## src/rtl/input_debounce_2ch.sv

```systemverilog
// Two-channel synchroniser and debouncer feeding the AND-gate stage.
// Each channel: 2-flop synchroniser, 4-state debounce FSM, registered level/edge outputs.

module input_debounce_2ch #(
  parameter int unsigned DEBOUNCE_CYCLES = 4,
  parameter int unsigned GLITCH_W        = 8
) (
  input  logic                clk,
  input  logic                rst_n,
  input  logic                a_raw,
  input  logic                b_raw,
  output logic                a,
  output logic                b,
  output logic                a_rise,
  output logic                a_fall,
  output logic                b_rise,
  output logic                b_fall,
  output logic [GLITCH_W-1:0] a_glitch_cnt,
  output logic [GLITCH_W-1:0] b_glitch_cnt
);

  localparam int unsigned CntW = $clog2(DEBOUNCE_CYCLES + 1);
  localparam logic [CntW-1:0]     CntOne    = CntW'(1);
  localparam logic [CntW-1:0]     CntLast   = CntW'(DEBOUNCE_CYCLES - 1);
  localparam logic [GLITCH_W-1:0] GlitchOne = GLITCH_W'(1);

  typedef enum logic [1:0] {
    StStableLo,
    StWaitHi,
    StStableHi,
    StWaitLo
  } state_e;

  logic [1:0]          raw;
  logic [1:0]          level;
  logic [1:0]          rise;
  logic [1:0]          fall;
  logic [GLITCH_W-1:0] glitch [2];

  assign raw = {b_raw, a_raw};

  for (genvar ch = 0; ch < 2; ch++) begin : g_ch
    logic                s1_q, s_q;
    state_e              state_q, state_d;
    logic [CntW-1:0]     cnt_q, cnt_d;
    logic [GLITCH_W-1:0] glitch_q, glitch_d;
    logic                level_q, level_d;
    logic                rise_q, rise_d;
    logic                fall_q, fall_d;
    logic                abort;

    // State register; reset wins over everything, so a WAIT cut short by reset is not a glitch.
    always_ff @(posedge clk) begin
      if (!rst_n) begin
        s1_q     <= 1'b0;
        s_q      <= 1'b0;
        state_q  <= StStableLo;
        cnt_q    <= '0;
        glitch_q <= '0;
        level_q  <= 1'b0;
        rise_q   <= 1'b0;
        fall_q   <= 1'b0;
      end else begin
        s1_q     <= raw[ch];
        s_q      <= s1_q;
        state_q  <= state_d;
        cnt_q    <= cnt_d;
        glitch_q <= glitch_d;
        level_q  <= level_d;
        rise_q   <= rise_d;
        fall_q   <= fall_d;
      end
    end

    always_comb begin
      state_d = state_q;
      cnt_d   = cnt_q;
      abort   = 1'b0;
      unique case (state_q)
        StStableLo: begin
          if (s_q) begin
            state_d = StWaitHi;
            cnt_d   = CntOne;
          end
        end
        StWaitHi: begin
          if (!s_q) begin
            state_d = StStableLo;
            cnt_d   = '0;
            abort   = 1'b1;
          end else if (cnt_q == CntLast) begin
            state_d = StStableHi;
            cnt_d   = '0;
          end else begin
            cnt_d = cnt_q + CntOne;
          end
        end
        StStableHi: begin
          if (!s_q) begin
            state_d = StWaitLo;
            cnt_d   = CntOne;
          end
        end
        StWaitLo: begin
          if (s_q) begin
            state_d = StStableHi;
            cnt_d   = '0;
            abort   = 1'b1;
          end else if (cnt_q == CntLast) begin
            state_d = StStableLo;
            cnt_d   = '0;
          end else begin
            cnt_d = cnt_q + CntOne;
          end
        end
        default: begin
          state_d = StStableLo;
          cnt_d   = '0;
        end
      endcase
    end

    // Outputs are computed from the next state so they register on the accepting edge.
    always_comb begin
      level_d  = (state_d == StStableHi) || (state_d == StWaitLo);
      rise_d   = (state_q == StWaitHi) && (state_d == StStableHi);
      fall_d   = (state_q == StWaitLo) && (state_d == StStableLo);
      glitch_d = glitch_q;
      if (abort && (glitch_q != '1)) begin
        glitch_d = glitch_q + GlitchOne;
      end
    end

    assign level[ch]  = level_q;
    assign rise[ch]   = rise_q;
    assign fall[ch]   = fall_q;
    assign glitch[ch] = glitch_q;
  end

  assign a            = level[0];
  assign b            = level[1];
  assign a_rise       = rise[0];
  assign a_fall       = fall[0];
  assign b_rise       = rise[1];
  assign b_fall       = fall[1];
  assign a_glitch_cnt = glitch[0];
  assign b_glitch_cnt = glitch[1];

endmodule

```

## config.mk

```make
export PLATFORM = sky130hd
export DESIGN_NAME = input_debounce_2ch
export DESIGN_NICKNAME = d
export VERILOG_FILES = /design/src/rtl/input_debounce_2ch.sv
export SDC_FILE = /design/constraint.sdc
export NUM_CORES = 1
export LEC_CHECK = 0
export BUFFER_PORTS_ARGS = -buffer_cell sky130_fd_sc_hd__clkbuf_2
export CORE_MARGIN = 5
export CORE_UTILIZATION = 42
export CTS_CLUSTER_DIAMETER = 40
export DETAILED_ROUTE_END_ITERATION = 7
export PLACE_DENSITY = 0.6
export RECOVER_POWER = 25
export SYNTH_ARGS = -nofsm -noshare
export SYNTH_HDL_FRONTEND = slang
export SYNTH_SLANG_ARGS = --single-unit
```

## constraint.sdc

```tcl
create_clock -name clk -period 1.7 [get_ports clk]
set_clock_uncertainty 0.05 [all_clocks]
set_input_delay 0.085 -clock clk [delete_from_list [all_inputs] [get_ports clk]]
set_output_delay 0.085 -clock clk [all_outputs]
set_load 0.02 [all_outputs]
```

# --- Yosys cells after proc, flatten, opt, wreduce, memory -nomap -nowiden ---
# Index checks and enable logic that the tools add are counted.
word_totals:
  latch_bits: 0
  romBits: 0
  inputBits: 4
  wordCells: 84
  reg_bits: 36
  mem_bits_rw: 0
  memories: 0
  output_inout_bits: 22
op_classes:
  n_reduce_logical: 14
  n_addsub: 4
  magnitude_cmp: 0
  n_eq_ne: 18
  n_bitwise: 0
  shift: 0
  n_mul: 0
  mux: 32
  div_mod_pow: 0
op_table:
  columns: ["cell", "n"]
  rows:
  - ["$mux 3", 10]
  - ["$mux 2", 12]
  - ["$pmux 3 s4", 2]
  - ["$add 8x1->8 const B", 2]
  - ["$eq 2x2->1 const B", 8]
  - ["$ne 8x8->1 const B", 2]
  - ["$pmux 2 s4", 2]
  - ["$logic_not 2->1", 4]
  - ["$ne 2x2->1 const B", 4]
  - ["$add 3x1->3 const B", 2]
  - ["$eq 3x2->1 const B", 2]
  - ["$logic_and 1x1->1", 6]
  - ["$eq 2x1->1 const B", 2]
  - ["$mux 1", 4]
  - ["$pmux 1 s2", 2]
  - ["$reduce_and 2->1", 2]
  - ["$logic_or 1x1->1", 2]

# --- Longest topological paths before layout ---
logic_depth:
  ltp_word: 6
  mapped_depth: 6
  ltp_nobuf: 5

# --- Least setup slack after synthesis ---
# Ideal clock, no wire load.
synth_path:
  path_type: "reg2reg"
  start: "reg g_ch[0].glitch_q[0] (netlist: a_glitch_cnt[0])"
  end: "reg g_ch[0].glitch_q[1] (netlist: a_glitch_cnt[1])"
  arrival_time_ns: 1.419
  slack_ns: 0.103
  path_stages_with_launch: 7
  setup_time_ns: 0.128
  required_ns: 1.522
  path_buffers: 1
  synth_period_minus_slack_ns: 1.597
  cell_sequence: "dfxtp_1 > ha_1 > nand3_1 > o211ai_1 > buf_2 > mux2i_1 > nor2_1"
synth_between:
  elab_chain_cells: 2
  elab_cells_between_ends: 3
  cone_classes: "1 x add/sub; 1 x eq/ne; 1 x reduce/logical"
synth_lines:
  columns: ["element", "line", "text"]
  rows:
  - ["from (decl)", "46", "logic [GLITCH_W-1:0] glitch_q, glitch_d;"]
  - ["from (signal assigned)", "68", "glitch_q <= glitch_d;"]
  - ["parallel branches: the longest is 2 deep, another holds $add 8x1->8", null, null]
# Parallel ways; which one is timed is not known.
# A chain may end at the register's enable or synchronous reset.

# --- Worst setup path in the final report ---
layout_path:
  start: "reg g_ch[1].glitch_q[0] (netlist: b_glitch_cnt[0])"
  end: "reg g_ch[1].glitch_q[5] (netlist: b_glitch_cnt[5])"
layout_between:
  elab_chain_cells: 2
  elab_cells_between_ends: 3
  cone_classes: "1 x add/sub; 1 x eq/ne; 1 x reduce/logical"
layout_lines:
  columns: ["element", "line"]
  rows:
  - ["from (decl)", "46"]
  - ["from (signal assigned)", "68"]
  - ["parallel branches: the longest is 2 deep, another holds $add 8x1->8", null]
# Parallel ways; which one is timed is not known.

==> impl_metrics.env <==
export IMPL_setup_tns_ns=0
export IMPL_start_util_pct=43.0
export IMPL_vdd_drop_max_uv=992
export IMPL_ys_ff_latch=34
export IMPL_wl_per_cell_um=11.7
export IMPL_post_cts_setup_buffers=0
export IMPL_die_h_um=68.5
export IMPL_r2r_cells=5
export IMPL_synthArstFlopShare_pct=0
export IMPL_fin_crit_sh_pct=91.9
export IMPL_crit_fanout=6
export IMPL_diodes=0
export IMPL_run_status="finished clean"
export IMPL_register_area_um2=682
export IMPL_antenna_found_initial=0
export IMPL_cp_end_kind="flip-flop"
export IMPL_portBuffers=25
export IMPL_hold_viol_final=0
export IMPL_dieArea_um2=4690
export IMPL_drv_cap=0
export IMPL_finalSetupViolCount=0
export IMPL_die_w_um=68.5
export IMPL_grt_overflow_total=0
export IMPL_rsz0062_at_grt="no"
export IMPL_synth_ff_type="dfxtp_1"
export IMPL_cts_max_level=2
export IMPL_coreArea_um2=3340
export IMPL_final_util_pct=52.8
export IMPL_clock_latency_ns=0.33
export IMPL_drt_iter0_markers=80
export IMPL_fin_nets=203
export IMPL_cts_tree="done"
export IMPL_syn2layout_area_growth_pct=22.6
export IMPL_whs_path_depth=4
export IMPL_syn_avg_cell_area_um2=9.15
export IMPL_dp_hpwl_um=2030
export IMPL_synth_cell_types=31
export IMPL_grt_first_pass_wirelength_um=4850
export IMPL_drive_gt1_share_pct=20.0
export IMPL_n_fill_cell=338
export IMPL_worst_ep_required_time_ns=1.92
export IMPL_via_per_inst=5.09
export IMPL_cts_buffers=5
export IMPL_max_slew_margin_pct=77.0
export IMPL_synth_edf_count=0
export IMPL_dr_pass1_iters=5
export IMPL_grt_pass1_vias=1135
export IMPL_synth_seq_area_share_pct=47.4
export IMPL_multi_input_area_um2=713
export IMPL_clock_sinks=34
export IMPL_stdcell_count=241
export IMPL_synth_area_um2=1440
export IMPL_period_needed_ns=1.56
export IMPL_gp_congestion=0.749
export IMPL_crit_type="reg2reg"
export IMPL_std_cell_rows=21
export IMPL_fmax_ghz=0.640
export IMPL_routed_wirelength_um=2830
export IMPL_drv_slew=0
export IMPL_postSynthCellCount=157
export IMPL_ant_nets=0
export IMPL_via_count=1227
export IMPL_clkTransAtPathRegs_ns=0.11
export IMPL_drc=0
export IMPL_track_usage_pct=13.9
export IMPL_ioPinCount=26
export IMPL_startpoint_type="flip-flop"
export IMPL_pwr_density_cell_nw_per_um2=841
export IMPL_p_leak_nw=0.709
export IMPL_grt_max_degree=19
export IMPL_worst_pin_slew_ns=0.344
export IMPL_dp_cells=232
export IMPL_hp_class="in2reg"
export IMPL_syn_nets=165
export IMPL_cts_buffer_depth=2
export IMPL_cts_root_buf="clkbuf_4"
export IMPL_yosys_warnings=0
export IMPL_cp_arrival_ns=1.79
repair_timing:
item,in CTS,in global routing
endpoints found under the setup margin,0,2
resized for setup,0,2
hold endpoints to repair,2,0
hold buffers,2,0
cell families after synthesis:
logic type | Yosys count | share of synthesized area [%]
xor+xnor | 6 | 4.18
simple gates | 65 | 24.1
buf+inv | 11 | 3.13
flops | 34 | 47.4
fa+ha+maj | 4 | 3.48
compound gates | 34 | 15.6
mux | 3 | 2.09
cell usage in the layout, fill, tap and decap left out:
master / instances
dfxtp_1: 33
and3_2: 1
and4_1: 1
and2_1: 5
o21ai_0: 9
clkbuf_2: 16
nand2_1: 15
mux2i_1: 3
clkbuf_1: 9
buf_4: 10
o311ai_2: 1
or4_1: 4
ha_1: 3
nand4_1: 4
or3_1: 4
clkbuf_8: 1
inv_1: 4
ha_2: 1
dfxtp_2: 1
o31ai_1: 5
clkinv_1: 1
bufinv_16: 1
xnor2_1: 1
nor2b_1: 3
o211ai_1: 2
dlygate4sd3_1: 2
a21oi_1: 13
nand2b_1: 1
xor2_1: 4
nor2_1: 9
and2_0: 1
and3_1: 2
clkbuf_4: 5
o211a_1: 3
o2111ai_2: 1
nor3b_1: 4
nand3_1: 11
xnor2_2: 1
cells in the mapped netlist (3+ instances only):
cell type,instances,area [um2]
o21ai_0,9,45.0
o211a_1,3,30.0
or3_1,4,25.0
nand3_1,11,55.1
and2_1,6,37.5
dfxtp_1,34,681
o31ai_1,5,37.5
or4_1,4,30.0
a21oi_1,13,65.1
inv_1,4,15.0
xor2_1,4,35.0
nor2_1,9,33.8
nor3b_1,4,30.0
nand2_1,15,56.3
nand4_1,4,25.0
ha_1,4,50.1
mux2i_1,3,30.0
clkbuf_1,3,11.3
nor2b_1,3,18.8
per-stage QoR:
step | hold WS [ns] | worst slack, ns | area (um2) | total power (W)
after global routing | 0.0363 | 0.00754 | 1760 | 0.00155
final | 0.0434 | 0.138 | 1760 | 0.00148
after global placement | 0.240 | 0.170 | 1670 | 0.000892
after CTS | 0.0252 | 0.0879 | 1770 | 0.00151
after detailed placement | 0.245 | 0.126 | 1670 | 0.000894
after floorplan | 0.162 | 0.103 | 1440 | 0.000870
critical path, stage by stage (launching register included):
cell	delay, ns
dfxtp_1	0.36
ha_1	0.22
nand2_1	0.13
o2111ai_2	0.18
or4_1	0.43
a21oi_1	0.14
state kept, by name, indices dropped and copies added, names as in the netlist:
name	cells
a_fall	1
a_glitch_cnt	8
a_rise	1
b_fall	1
b_glitch_cnt	8
b_rise	1
g_ch.cnt_q	6
g_ch.s1_q	2
g_ch.s_q	2
g_ch.state_q	4
path summary, 6_finish.rpt:
path                         from         endpoint  slack [ns]
hold / removal              rst_n  b_glitch_cnt[3]        0.04
hold reg to reg      g_ch[1].s1_q      g_ch[1].s_q        0.39
setup / recovery  b_glitch_cnt[0]  b_glitch_cnt[5]        0.14
setup reg to reg  b_glitch_cnt[0]  b_glitch_cnt[5]        0.14
metal layers:
layer / wire length (um) / up-vias / GRT usage [%]
met5: 0 / - / 0
met4: 44 / 0 / 7.44
met3: 122 / 5 / 3.94
met2: 1320 / 26 / 22.2
met1: 1340 / 560 / 16.7
li1: - / 636 / -
where the power goes:
group / internal [W] / switching [W] / leakage [nW]
combinational: 0.0000288 / 0.0000364 / 0.389
sequential: 0.000806 / 0.00000702 / 0.276
clock: 0.000342 / 0.000260 / 0.0443
total: 0.00118 / 0.000304 / 0.709
cell type report:
cell class / instances / share of cell area (%)
clock buffer: 6 / 2.91
inverter: 5 / 1.07
timing repair buffer: 37 / 11.9
sequential: 34 / 38.7
multi-input combinational: 112 / 40.5
tap: 46 / 3.27
clock inverter: 1 / 1.70
(Power assumes the default switching activity.)
